`src/rtl/vga_capture_pkg.sv`:
```
// Shared types and constants for the VGA capture path: FSM states, RGB565
// field widths and CRC-16-CCITT parameters with a one-word update helper.
package vga_capture_pkg;
    localparam int RED_W = 5;
    localparam int GRN_W = 6;
    localparam int BLU_W = 5;
    localparam int PIX_W = RED_W + GRN_W + BLU_W;

    localparam logic [15:0] CRC_POLY = 16'h1021;
    localparam logic [15:0] CRC_INIT = 16'hFFFF;

    typedef enum logic [1:0] {
        ST_IDLE,
        ST_ARMED,
        ST_CAPTURE,
        ST_DRAIN
    } cap_state_e;

    // MSB-first CRC-16-CCITT over one 16-bit word
    function automatic logic [15:0] crc16_step(input logic [15:0] crc, input logic [15:0] d);
        logic [15:0] c;
        c = crc;
        for (int i = 15; i >= 0; i--)
            c = {c[14:0], 1'b0} ^ ((c[15] ^ d[i]) ? CRC_POLY : 16'h0000);
        return c;
    endfunction
endpackage

```
`src/rtl/vga_capture_if.sv`:
```
// Video input (syncs + RGB565) and arbiter write port of the capture block.
interface vga_capture_if;
    import vga_capture_pkg::*;

    logic             vid_hsync;
    logic             vid_vsync;
    logic [RED_W-1:0] vid_red;
    logic [GRN_W-1:0] vid_green;
    logic [BLU_W-1:0] vid_blue;
    logic             wr_en;
    logic             data_en;
    logic [PIX_W-1:0] dout;

    modport master (output vid_hsync, vid_vsync, vid_red, vid_green, vid_blue, wr_en,
                    input  data_en, dout);
    modport slave  (input  vid_hsync, vid_vsync, vid_red, vid_green, vid_blue, wr_en,
                    output data_en, dout);
endinterface

```
`src/rtl/vga_capture_fifo.sv`:
```
// Single-clock elastic FIFO, 2^AW x DW, with a registered read port:
// rd_valid/rd_data appear the cycle after an accepted read.
module vga_capture_fifo #(
    parameter int AW = 4,
    parameter int DW = 16
) (
    input  logic          clk,
    input  logic          rst,
    input  logic          wr_req,
    input  logic [DW-1:0] wr_data,
    input  logic          rd_req,
    output logic          full,
    output logic          empty,
    output logic          rd_valid,
    output logic [DW-1:0] rd_data
);
    localparam int DEPTH = 1 << AW;

    logic [DW-1:0] mem [DEPTH];
    logic [AW-1:0] wptr, rptr;
    logic [AW:0]   cnt;
    logic          wr, rd;

    assign full  = cnt[AW];
    assign empty = (cnt == '0);
    assign rd    = rd_req & ~empty;
    // a pop in the same cycle frees the slot, so a push at full still lands
    assign wr    = wr_req & (~full | rd);

    always_ff @(posedge clk) begin
        if (wr) mem[wptr] <= wr_data;
    end

    always_ff @(posedge clk or posedge rst) begin
        if (rst) begin
            wptr     <= '0;
            rptr     <= '0;
            cnt      <= '0;
            rd_valid <= 1'b0;
            rd_data  <= '0;
        end else begin
            if (wr) wptr <= wptr + 1'b1;
            if (rd) begin
                rptr    <= rptr + 1'b1;
                rd_data <= mem[rptr];
            end
            rd_valid <= rd;
            case ({wr, rd})
                2'b10:   cnt <= cnt + 1'b1;
                2'b01:   cnt <= cnt - 1'b1;
                default: cnt <= cnt;
            endcase
        end
    end
endmodule

```
`src/rtl/vga_capture.sv`:
```
// VGA-timed RGB565 capture into the arbiter write port, one frame per start_i.
// Optional frame CRC-16-CCITT: define VGA_CAPTURE_CRC_EN.
module vga_capture
    import vga_capture_pkg::*;
#(
    parameter int H_START  = 296,
    parameter int H_ACTIVE = 1024,
    parameter int V_START  = 35,
    parameter int V_ACTIVE = 768,
    parameter bit SYNC_POL = 1'b0,
    parameter int FIFO_AW  = 4
) (
    input  logic         clk,
    input  logic         rst,
    input  logic         start_i,
    vga_capture_if.slave vif,
    output logic         frame_done,
    output logic         overflow,
    output logic         short_frame,
    output logic [19:0]  word_cnt,
    output logic [15:0]  frame_crc
);
    localparam logic [11:0] H_LO     = 12'(H_START);
    localparam logic [11:0] H_HI     = 12'(H_START + H_ACTIVE);
    localparam logic [11:0] V_LO     = 12'(V_START);
    localparam logic [11:0] V_HI     = 12'(V_START + V_ACTIVE);
    localparam logic [19:0] PIX_LAST = 20'(H_ACTIVE * V_ACTIVE - 1);

    logic             s1_hs, s1_vs, s2_hs, s2_vs;
    logic [PIX_W-1:0] s1_pix;
    logic             hs_edge, vs_edge, active;
    logic [10:0]      hcnt, vcnt, cur_h, cur_v;
    logic [19:0]      pix_cnt;
    cap_state_e       state, state_nx;
    logic             arm, cap, short_set, done_nx;
    logic             fifo_full, fifo_empty;

    // syncs reset to their idle level so reset release is not seen as an edge
    always_ff @(posedge clk or posedge rst) begin
        if (rst) begin
            s1_hs  <= ~SYNC_POL;
            s1_vs  <= ~SYNC_POL;
            s2_hs  <= ~SYNC_POL;
            s2_vs  <= ~SYNC_POL;
            s1_pix <= '0;
        end else begin
            s1_hs  <= vif.vid_hsync;
            s1_vs  <= vif.vid_vsync;
            s2_hs  <= s1_hs;
            s2_vs  <= s1_vs;
            s1_pix <= {vif.vid_red, vif.vid_green, vif.vid_blue};
        end
    end

    assign hs_edge = (s1_hs == SYNC_POL) && (s2_hs != SYNC_POL);
    assign vs_edge = (s1_vs == SYNC_POL) && (s2_vs != SYNC_POL);

    // cur_h/cur_v are the coordinates of the pixel now in S1 (sync-edge sample = 0)
    assign cur_h  = hs_edge ? '0 : ((&hcnt) ? hcnt : hcnt + 11'd1);
    assign cur_v  = vs_edge ? '0 : ((hs_edge && !(&vcnt)) ? vcnt + 11'd1 : vcnt);
    assign active = ({1'b0, cur_h} >= H_LO) && ({1'b0, cur_h} < H_HI) &&
                    ({1'b0, cur_v} >= V_LO) && ({1'b0, cur_v} < V_HI);

    always_comb begin
        state_nx  = state;
        arm       = 1'b0;
        cap       = 1'b0;
        short_set = 1'b0;
        done_nx   = 1'b0;
        case (state)
            ST_IDLE:    if (start_i) begin
                            state_nx = ST_ARMED;
                            arm      = 1'b1;
                        end
            ST_ARMED:   if (vs_edge) begin
                            state_nx = ST_CAPTURE;
                            cap      = active;
                        end
            ST_CAPTURE: if (vs_edge) begin
                            state_nx  = ST_DRAIN;
                            short_set = 1'b1;
                        end else begin
                            cap = active;
                        end
            ST_DRAIN:   if (fifo_empty) begin
                            state_nx = ST_IDLE;
                            done_nx  = 1'b1;
                        end
            default:    state_nx = ST_IDLE;
        endcase
        if (cap && pix_cnt == PIX_LAST) state_nx = ST_DRAIN;
    end

    always_ff @(posedge clk or posedge rst) begin
        if (rst) begin
            state       <= ST_IDLE;
            hcnt        <= '0;
            vcnt        <= '0;
            pix_cnt     <= '0;
            frame_done  <= 1'b0;
            overflow    <= 1'b0;
            short_frame <= 1'b0;
            word_cnt    <= '0;
        end else begin
            state      <= state_nx;
            hcnt       <= cur_h;
            vcnt       <= cur_v;
            frame_done <= done_nx;
            if (arm) begin
                pix_cnt     <= '0;
                overflow    <= 1'b0;
                short_frame <= 1'b0;
                word_cnt    <= '0;
            end else begin
                if (cap) pix_cnt <= pix_cnt + 20'd1;
                if (cap && fifo_full && !vif.wr_en) overflow <= 1'b1;
                if (short_set) short_frame <= 1'b1;
                if (vif.data_en) word_cnt <= word_cnt + 20'd1;
            end
        end
    end

    vga_capture_fifo #(.AW(FIFO_AW), .DW(PIX_W)) u_fifo (
        .clk      (clk),
        .rst      (rst),
        .wr_req   (cap),
        .wr_data  (s1_pix),
        .rd_req   (vif.wr_en),
        .full     (fifo_full),
        .empty    (fifo_empty),
        .rd_valid (vif.data_en),
        .rd_data  (vif.dout)
    );

`ifdef VGA_CAPTURE_CRC_EN
    logic [15:0] crc_q, crc_nx;

    assign crc_nx = vif.data_en ? crc16_step(crc_q, vif.dout) : crc_q;

    always_ff @(posedge clk or posedge rst) begin
        if (rst) begin
            crc_q     <= CRC_INIT;
            frame_crc <= '0;
        end else if (arm) begin
            crc_q     <= CRC_INIT;
            frame_crc <= '0;
        end else begin
            crc_q <= crc_nx;
            if (done_nx) frame_crc <= crc_nx;
        end
    end
`else
    assign frame_crc = '0;
`endif
endmodule
```
`src/flat_wrapper.sv`:
```
// flat-port wrapper written by rule: the top's interface ports become plain ports
module vga_capture_flat import vga_capture_pkg::*;
#(
    parameter int H_START  = 296,
    parameter int H_ACTIVE = 1024,
    parameter int V_START  = 35,
    parameter int V_ACTIVE = 768,
    parameter bit SYNC_POL = 1'b0,
    parameter int FIFO_AW  = 4
)
  (clk, rst, start_i, frame_done, overflow, short_frame, word_cnt, frame_crc, vif_vid_hsync, vif_vid_vsync, vif_vid_red, vif_vid_green, vif_vid_blue, vif_wr_en, vif_data_en, vif_dout);
  vga_capture_if vif_i ();
  input  logic clk;
  input  logic rst;
  input  logic start_i;
  output logic frame_done;
  output logic overflow;
  output logic short_frame;
  output logic [19:0] word_cnt;
  output logic [15:0] frame_crc;
  input wire logic [$bits(vif_i.vid_hsync)-1:0] vif_vid_hsync;
  input wire logic [$bits(vif_i.vid_vsync)-1:0] vif_vid_vsync;
  input wire logic [$bits(vif_i.vid_red)-1:0] vif_vid_red;
  input wire logic [$bits(vif_i.vid_green)-1:0] vif_vid_green;
  input wire logic [$bits(vif_i.vid_blue)-1:0] vif_vid_blue;
  input wire logic [$bits(vif_i.wr_en)-1:0] vif_wr_en;
  output wire logic [$bits(vif_i.data_en)-1:0] vif_data_en;
  output wire logic [$bits(vif_i.dout)-1:0] vif_dout;
  assign vif_i.vid_hsync = vif_vid_hsync;
  assign vif_i.vid_vsync = vif_vid_vsync;
  assign vif_i.vid_red = vif_vid_red;
  assign vif_i.vid_green = vif_vid_green;
  assign vif_i.vid_blue = vif_vid_blue;
  assign vif_i.wr_en = vif_wr_en;
  assign vif_data_en = vif_i.data_en;
  assign vif_dout = vif_i.dout;
  vga_capture #(.H_START(H_START), .H_ACTIVE(H_ACTIVE), .V_START(V_START), .V_ACTIVE(V_ACTIVE), .SYNC_POL(SYNC_POL), .FIFO_AW(FIFO_AW)) u_core (.clk(clk), .rst(rst), .start_i(start_i), .vif(vif_i), .frame_done(frame_done), .overflow(overflow), .short_frame(short_frame), .word_cnt(word_cnt), .frame_crc(frame_crc));
endmodule
```
`config.mk`:
```
export PLATFORM = sky130hd
export DESIGN_NAME = vga_capture_flat
export DESIGN_NICKNAME = d
export VERILOG_FILES = /design/src/rtl/vga_capture_pkg.sv /design/src/rtl/vga_capture_if.sv /design/src/rtl/vga_capture_fifo.sv /design/src/rtl/vga_capture.sv /design/src/flat_wrapper.sv
export SDC_FILE = /design/constraint.sdc
export NUM_CORES = 1
export LEC_CHECK = 0
export BUFFER_PORTS_ARGS = -buffer_cell sky130_fd_sc_hd__buf_2
export CAP_MARGIN = 30
export CORE_MARGIN = 4
export CORE_UTILIZATION = 60
export CTS_CLUSTER_SIZE = 14
export DETAILED_ROUTE_END_ITERATION = 8
export PLACE_DENSITY = 0.84
export SYNTH_ARGS = -nofsm -noshare
export SYNTH_HDL_FRONTEND = slang
export SYNTH_SLANG_ARGS = --single-unit
export TNS_END_PERCENT = 5
```
`constraint.sdc`:
```
create_clock -name clk -period 10.4 [get_ports clk]
set_input_delay 1.56 -clock clk [delete_from_list [all_inputs] [get_ports clk]]
set_output_delay 1.56 -clock clk [all_outputs]
set_load 0.02 [all_outputs]
```
# Word-level counts from Yosys, hierarchy flattened
# Memory sizes are Yosys's and may differ from the RTL's. A register that Yosys moved wholly into a read port is not among the register bits.
# Cells that the tools add are included.
# word_totals
output_inout_bits,56
word_cells,98
ff_bits,101
ramBits,256
n_memories,1
input_bits,22
# classes
n_bitwise,7
n_addsub,8
order_cmp,4
n_reduce_logical,21
n_eq_ne,10
n_mux,30
# memory_table
memory,words,width,read_ports,rd_clocked_by_memory_dff,write_ports,line,rtl
u_core.u_fifo.mem,16,16,1,1,1,vga_capture_fifo.sv:19,logic [DW-1:0] mem [DEPTH];
# ops
op,n
$mux 20,4
$mux 11,4
$add 20x1->20 const B,2
$add 11x1->11 const B,2
$reduce_and 11->1,2
$eq 20x20->1 const B,1
$mux 1,14
$ge 11x6->1 const B,1
$ge 11x9->1 const B,1
$lt 11x10->1 const B,1
$lt 11x11->1 const B,1
$mux 2,5
$pmux 5 s2,1
$reduce_bool 2->1,5
$logic_and 1x1->1,9
$add 4x1->4 const B,2
$pmux 2 s4,1
$eq 2x2->1 const B,3
$ne 3x1->1 const B,2
$ne 3x2->1 const B,2
$add 5x1->5 const B,1
$logic_not 5->1,1
$sub 5x1->5 const B,1
$eq 2x1->1 const B,2
other kinds (7),12

# Logic depth before layout (Yosys ltp)
# logic_depth
ltp_word,14
depth_mapped,19
depth_no_buf,19

# Modules after synthesis
# Synthesis repeated with hierarchy kept, for this count alone.
# unflattened
hier_cells,988
area_unflattened_um2,15519.9
# modules_own_cells
module,cells_per_inst,instances,seq_area_each_um2,area_each_um2
vga_capture_fifo,539,1,8438.1,11080.6
vga_capture,449,1,2182.1,4439.3

# Worst setup path before layout
# No wires, ideal clock.
# synth_path
kind,register -> register
from,reg u_core.vcnt[0]
to,mem u_core.u_fifo.mem[3][0] (enable)
path_stages_with_launch,11
arrival_time_ns,4.246
n_path_buf,0
slack_ns,5.724
required_time_ns,9.970
setup_time_ns,0.430
path_cell_list,dfrtp_1 ha_1 nand3_2 nor4_4 nor4b_1 a311oi_2 or4b_4 o2bb2ai_4 nor3_2 inv_2 nor4_1
# synth_between
elab_chain_len,13
elab_cells_between_ends,16
# synth_lines
item,line,rtl
"start, declared",vga_capture.sv:32,"logic [10:0] hcnt, vcnt, cur_h, cur_v;"
"start signal, assigned",vga_capture.sv:107,vcnt <= cur_v;
"parallel branches: the longest is 3 deep, another holds $add 11x1->11",n/a,
$mux 11 * (2 in series),vga_capture.sv:60,assign cur_v = vs_edge ? '0 : ((hs_edge && !(&vcnt)) ? vcnt + 11'd1 : vcnt);
$ge 11x6->1,vga_capture.sv:62,"({1'b0, cur_v} >= V_LO) && ({1'b0, cur_v} < V_HI);"
$logic_and 1x1->1,vga_capture.sv:61,"assign active = ({1'b0, cur_h} >= H_LO) && ({1'b0, cur_h} < H_HI) &&"
$logic_and 1x1->1 *,vga_capture.sv:62,
"$mux 1, on equally long branches","vga_capture.sv:79, vga_capture.sv:75",
$pmux 1 s2 *,vga_capture.sv:70,case (state)
$and 1x1->1 *,vga_capture_fifo.sv:28,assign wr = wr_req & (~full | rd);
$mux 1 *,vga_capture_fifo.sv:31,if (wr) mem[wptr] <= wr_data;
$mux 1 (not written as such) *,vga_capture_fifo.sv:31,
"end, declared",vga_capture_fifo.sv:19,
# Every way passes the cells marked *.

# Worst setup path after layout
# layout_path
from,reg u_core.vcnt[0]
to,reg u_core.u_fifo.cnt[4]
# layout_between
elab_chain_len,13
elab_cells_between_ends,18
# layout_lines
item,line,rtl
"parallel branches: the longest is 3 deep, another holds $add 11x1->11",n/a,
$mux 11 * (2 in series),vga_capture.sv:60,
$ge 11x6->1,vga_capture.sv:62,
$logic_and 1x1->1,vga_capture.sv:61,
$logic_and 1x1->1 *,vga_capture.sv:62,
"$mux 1, on equally long branches","vga_capture.sv:79, vga_capture.sv:75",
$pmux 1 s2 *,vga_capture.sv:70,
$and 1x1->1 *,vga_capture_fifo.sv:28,
$eq 2x1->1 / $eq 2x2->1 (equally long branches),vga_capture_fifo.sv:48,"case ({wr, rd})"
$pmux 5 s2 / $reduce_bool 2->1 (equally long branches),n/a,
"end signal, assigned",vga_capture_fifo.sv:49,2'b10: cnt <= cnt + 1'b1;
"end signal, assigned",vga_capture_fifo.sv:50,2'b01: cnt <= cnt - 1'b1;
"end signal, assigned",vga_capture_fifo.sv:51,default: cnt <= cnt;
"end, declared",vga_capture_fifo.sv:21,logic [AW:0] cnt;
# Marked as above.
# A chain may end at the register's enable or synchronous reset.

==> qor.yml <==
synth_cells: 921
slew_viol_final: 0
mostFrequentLayoutCells: "256 x edfxtp_1, 111 x dfrtp_1, 80 x mux4_2"
wl_per_cell_um: 23.79
netlist_area_sq_um: 15430
nFillCells: 1604
hold_buffers: 0
viasPerCell: 6.211
grt_setup_unrepaired: "no"
maxCapViolCount: 0
finalCritPeriodShare_pct: 45.28
r2r_setup_slack_ns: 5.69
clock_latency_ns: 0.52
tightest_slew_ns: 1.067
crit_arrival_ns: 5.11
cts_setup_buffers: 0
tritoncts: "yes"
critical_path_class: "flop to flop"
critPathLaunch: "u_core.vcnt[0]$_DFF_PP0_"
grt_max_degree: 69
instances_no_fill: 1364
die_x_um: 168.3
synthTopCellsByArea: "edfxtp_1 50%, dfrtp_1 18%, mux4_2 12%"
wl_met3_mm: 1.901
setup_tns_ns: 0
die_h_um: 168.3
yosysTopAreaCell: "edfxtp_1"
synth-seq-cells: 373
timing.rr.start: "u_core.vcnt[0]$_DFF_PP0_"
required_ns: 10.80
rows: 58
status: "complete, no violations"
grt_pass1_vias: 8721
antenna_found_initial: 0
relSlewSlack_pct: 28.84
post_cts_resized: 0
top_layer: "met4"
ioPinCount: 78
n_antenna_cell: 0
area_growth_pct: 12.64
drc_errors: 0
fp.coreArea_sq_um: 25250
final_cell_area_sq_um: 17380
firstDrtPassIters: 5
hold_path.class: "flop to flop"
clkSinkCount: 373
cts_buffer_depth: 3
ant_nets: 0
cp-end-kind: "flop"
numCtsBuffers: 38
hold_violations: 0
hpwl_mm: 19.00
leakagePower_nw: 6.443
layout_commonest_cell: "edfxtp_1"
cp-start-kind: "flop"
synthArstFlopShare_pct: 31.37
min-delay-start: "u_core.s1_vs$_DFF_PP1_"
power_density_nw_per_um2: 234.8
cp_max_fo: 10
dr_total_vias: 8472
nets: 1046
synth.top_cell.area_share_pct: 49.83
die_area_sq_um: 28340
initial_core_util_pct: 61.08
fin_worst_skew_ns: 0.01737
totalWireLength_mm: 32.46
clk_pin_slew_ns: 0.06
post_synth.cell_area_avg_sq_um: 16.75
ys_types: 71
cts-root-buf: "clkbuf_16"
p_total_mw: 4.080
peakVddDrop_uv: 173.0
synthFlopType: "edfxtp_1"
wl_met1_mm: 13.14
yosysSeqAreaShare_pct: 68.85
drt-initial-drc-count: 912
drive_above_1_share_pct: 27.08
place_area_sq_um: 16120
portBuffers: 61
yosys_warnings: 0
grtUsageTotal_pct: 23.55
gp_congestion: 0.8101
fin_crit_ns: 4.709
synth_edf_count: 256
dr_wl_met2_mm: 16.40
max_freq_mhz: 212.4
grt_pass1_wl_mm: 51.05
grt_overflow: 0
setup_viol: 0
h-tree-depth: 2
dp.cells: 1294
## Yosys cell counts (2+ instances only)
cell	n
buf_1	11
o21ai_0	16
o31ai_1	5
a21oi_1	20
clkbuf_1	17
and2_2	2
mux2_2	16
o21a_1	2
buf_4	17
a31oi_1	9
clkbuf_8	4
nand3_2	2
nor3_2	3
mux2i_1	10
buf_6	2
o211ai_1	4
nor3_1	21
and3_1	10
inv_1	24
nand3_1	21
nand2b_2	2
xnor2_1	19
ha_1	18
nand4_1	20
and3_2	2
nand2_1	45
a21o_1	3
dfrtp_1	113
dfstp_2	4
nand2b_1	11
or2_2	3
and4_1	4
and2_1	4
xor2_1	19
nor2_1	59
edfxtp_1	256
nor2b_1	2
nand2_2	2
or3_1	7
mux4_2	80
buf_2	2
## state kept, by name, summed over array words and instances (netlist names), 5 cells and up
register	flops
u_core.u_fifo.mem	256
u_core.pix_cnt	20
u_core.word_cnt	20
u_core.s1_pix	16
u_core.u_fifo.rd_data	16
u_core.hcnt	11
u_core.vcnt	11
u_core.u_fifo.cnt	5
## cell type report
type / instances / area, sq um / area share (%)
timing repair buffer: 82 / 498.0 / 2.866
tap: 330 / 412.9 / 2.376
sequential: 373 / 10630 / 61.15
clock inverter: 18 / 192.7 / 1.109
inverter: 25 / 98.84 / 0.5689
clock buffer: 51 / 1051 / 6.049
multi-input combinational: 485 / 4497 / 25.88
## final timing paths
kind                            depth (start not counted)                              endpoint
max in group asynchronous                               3     u_core.u_fifo.rptr[0]$_DFFE_PP0P_
worst min register to register                          0                u_core.s2_vs$_DFF_PP1_
worst min-delay path                                    0                u_core.s2_vs$_DFF_PP1_
worst max register to register                         18      u_core.u_fifo.cnt[4]$_DFFE_PP0P_
min in group asynchronous                               2  u_core.u_fifo.rd_data[3]$_DFFE_PP0P_
worst max-delay path                                   18      u_core.u_fifo.cnt[4]$_DFFE_PP0P_
## stage by stage
step           hold slack [ns]  setup slack [ns]  util (%)
4_1_cts                 0.3778             5.735     68.74
5_1_grt                 0.3798             5.360     68.80
3_3_place_gp            0.3651             5.955     63.62
3_5_place_dp            0.3679             5.817     63.82
6_report                0.3769             5.691     68.80
2_1_floorplan           0.3581             5.724         -
## power by group
part,internal [mW],switching (mW)
registers,1.67,0.109
logic,0.475,0.466
clock network,0.810,0.548
total,2.96,1.12
## per-layer routing
layer	global-route usage, %	up-vias
met1	31.84	4376
met4	7.728	0
li1	-	3673
met3	3.851	66
met5	0	-
met2	39.81	357
## critical path: stages, from the launching register on
cell,delay (ns)
dfrtp_1,0.47
ha_1,0.27
nand3_2,0.15
nor4_4,0.40
nor4b_1,0.13
a311oi_2,0.34
or4b_4,0.52
o2bb2ai_4,0.19
nor3_2,0.52
inv_2,0.15
ha_1,0.30
inv_1,0.12
fa_1,0.21
inv_1,0.06
a21o_1,0.18
a21oi_1,0.21
xnor2_1,0.15
nor2_1,0.07
xor2_1,0.15
## kinds of logic after synthesis
family | count (synthesis) | share of synthesized area, %
AOI/OAI and AO/OA | 75 | 3.342
and+or+nand+nor | 231 | 7.860
DFF | 373 | 68.85
buffers and inverters | 78 | 2.685
other | 1 | 0.02431
xor gates and xnor gates | 38 | 2.158
muxes | 106 | 13.50
adders and majority gates | 19 | 1.590
Note: power is estimated with default switching activity, not from simulation.
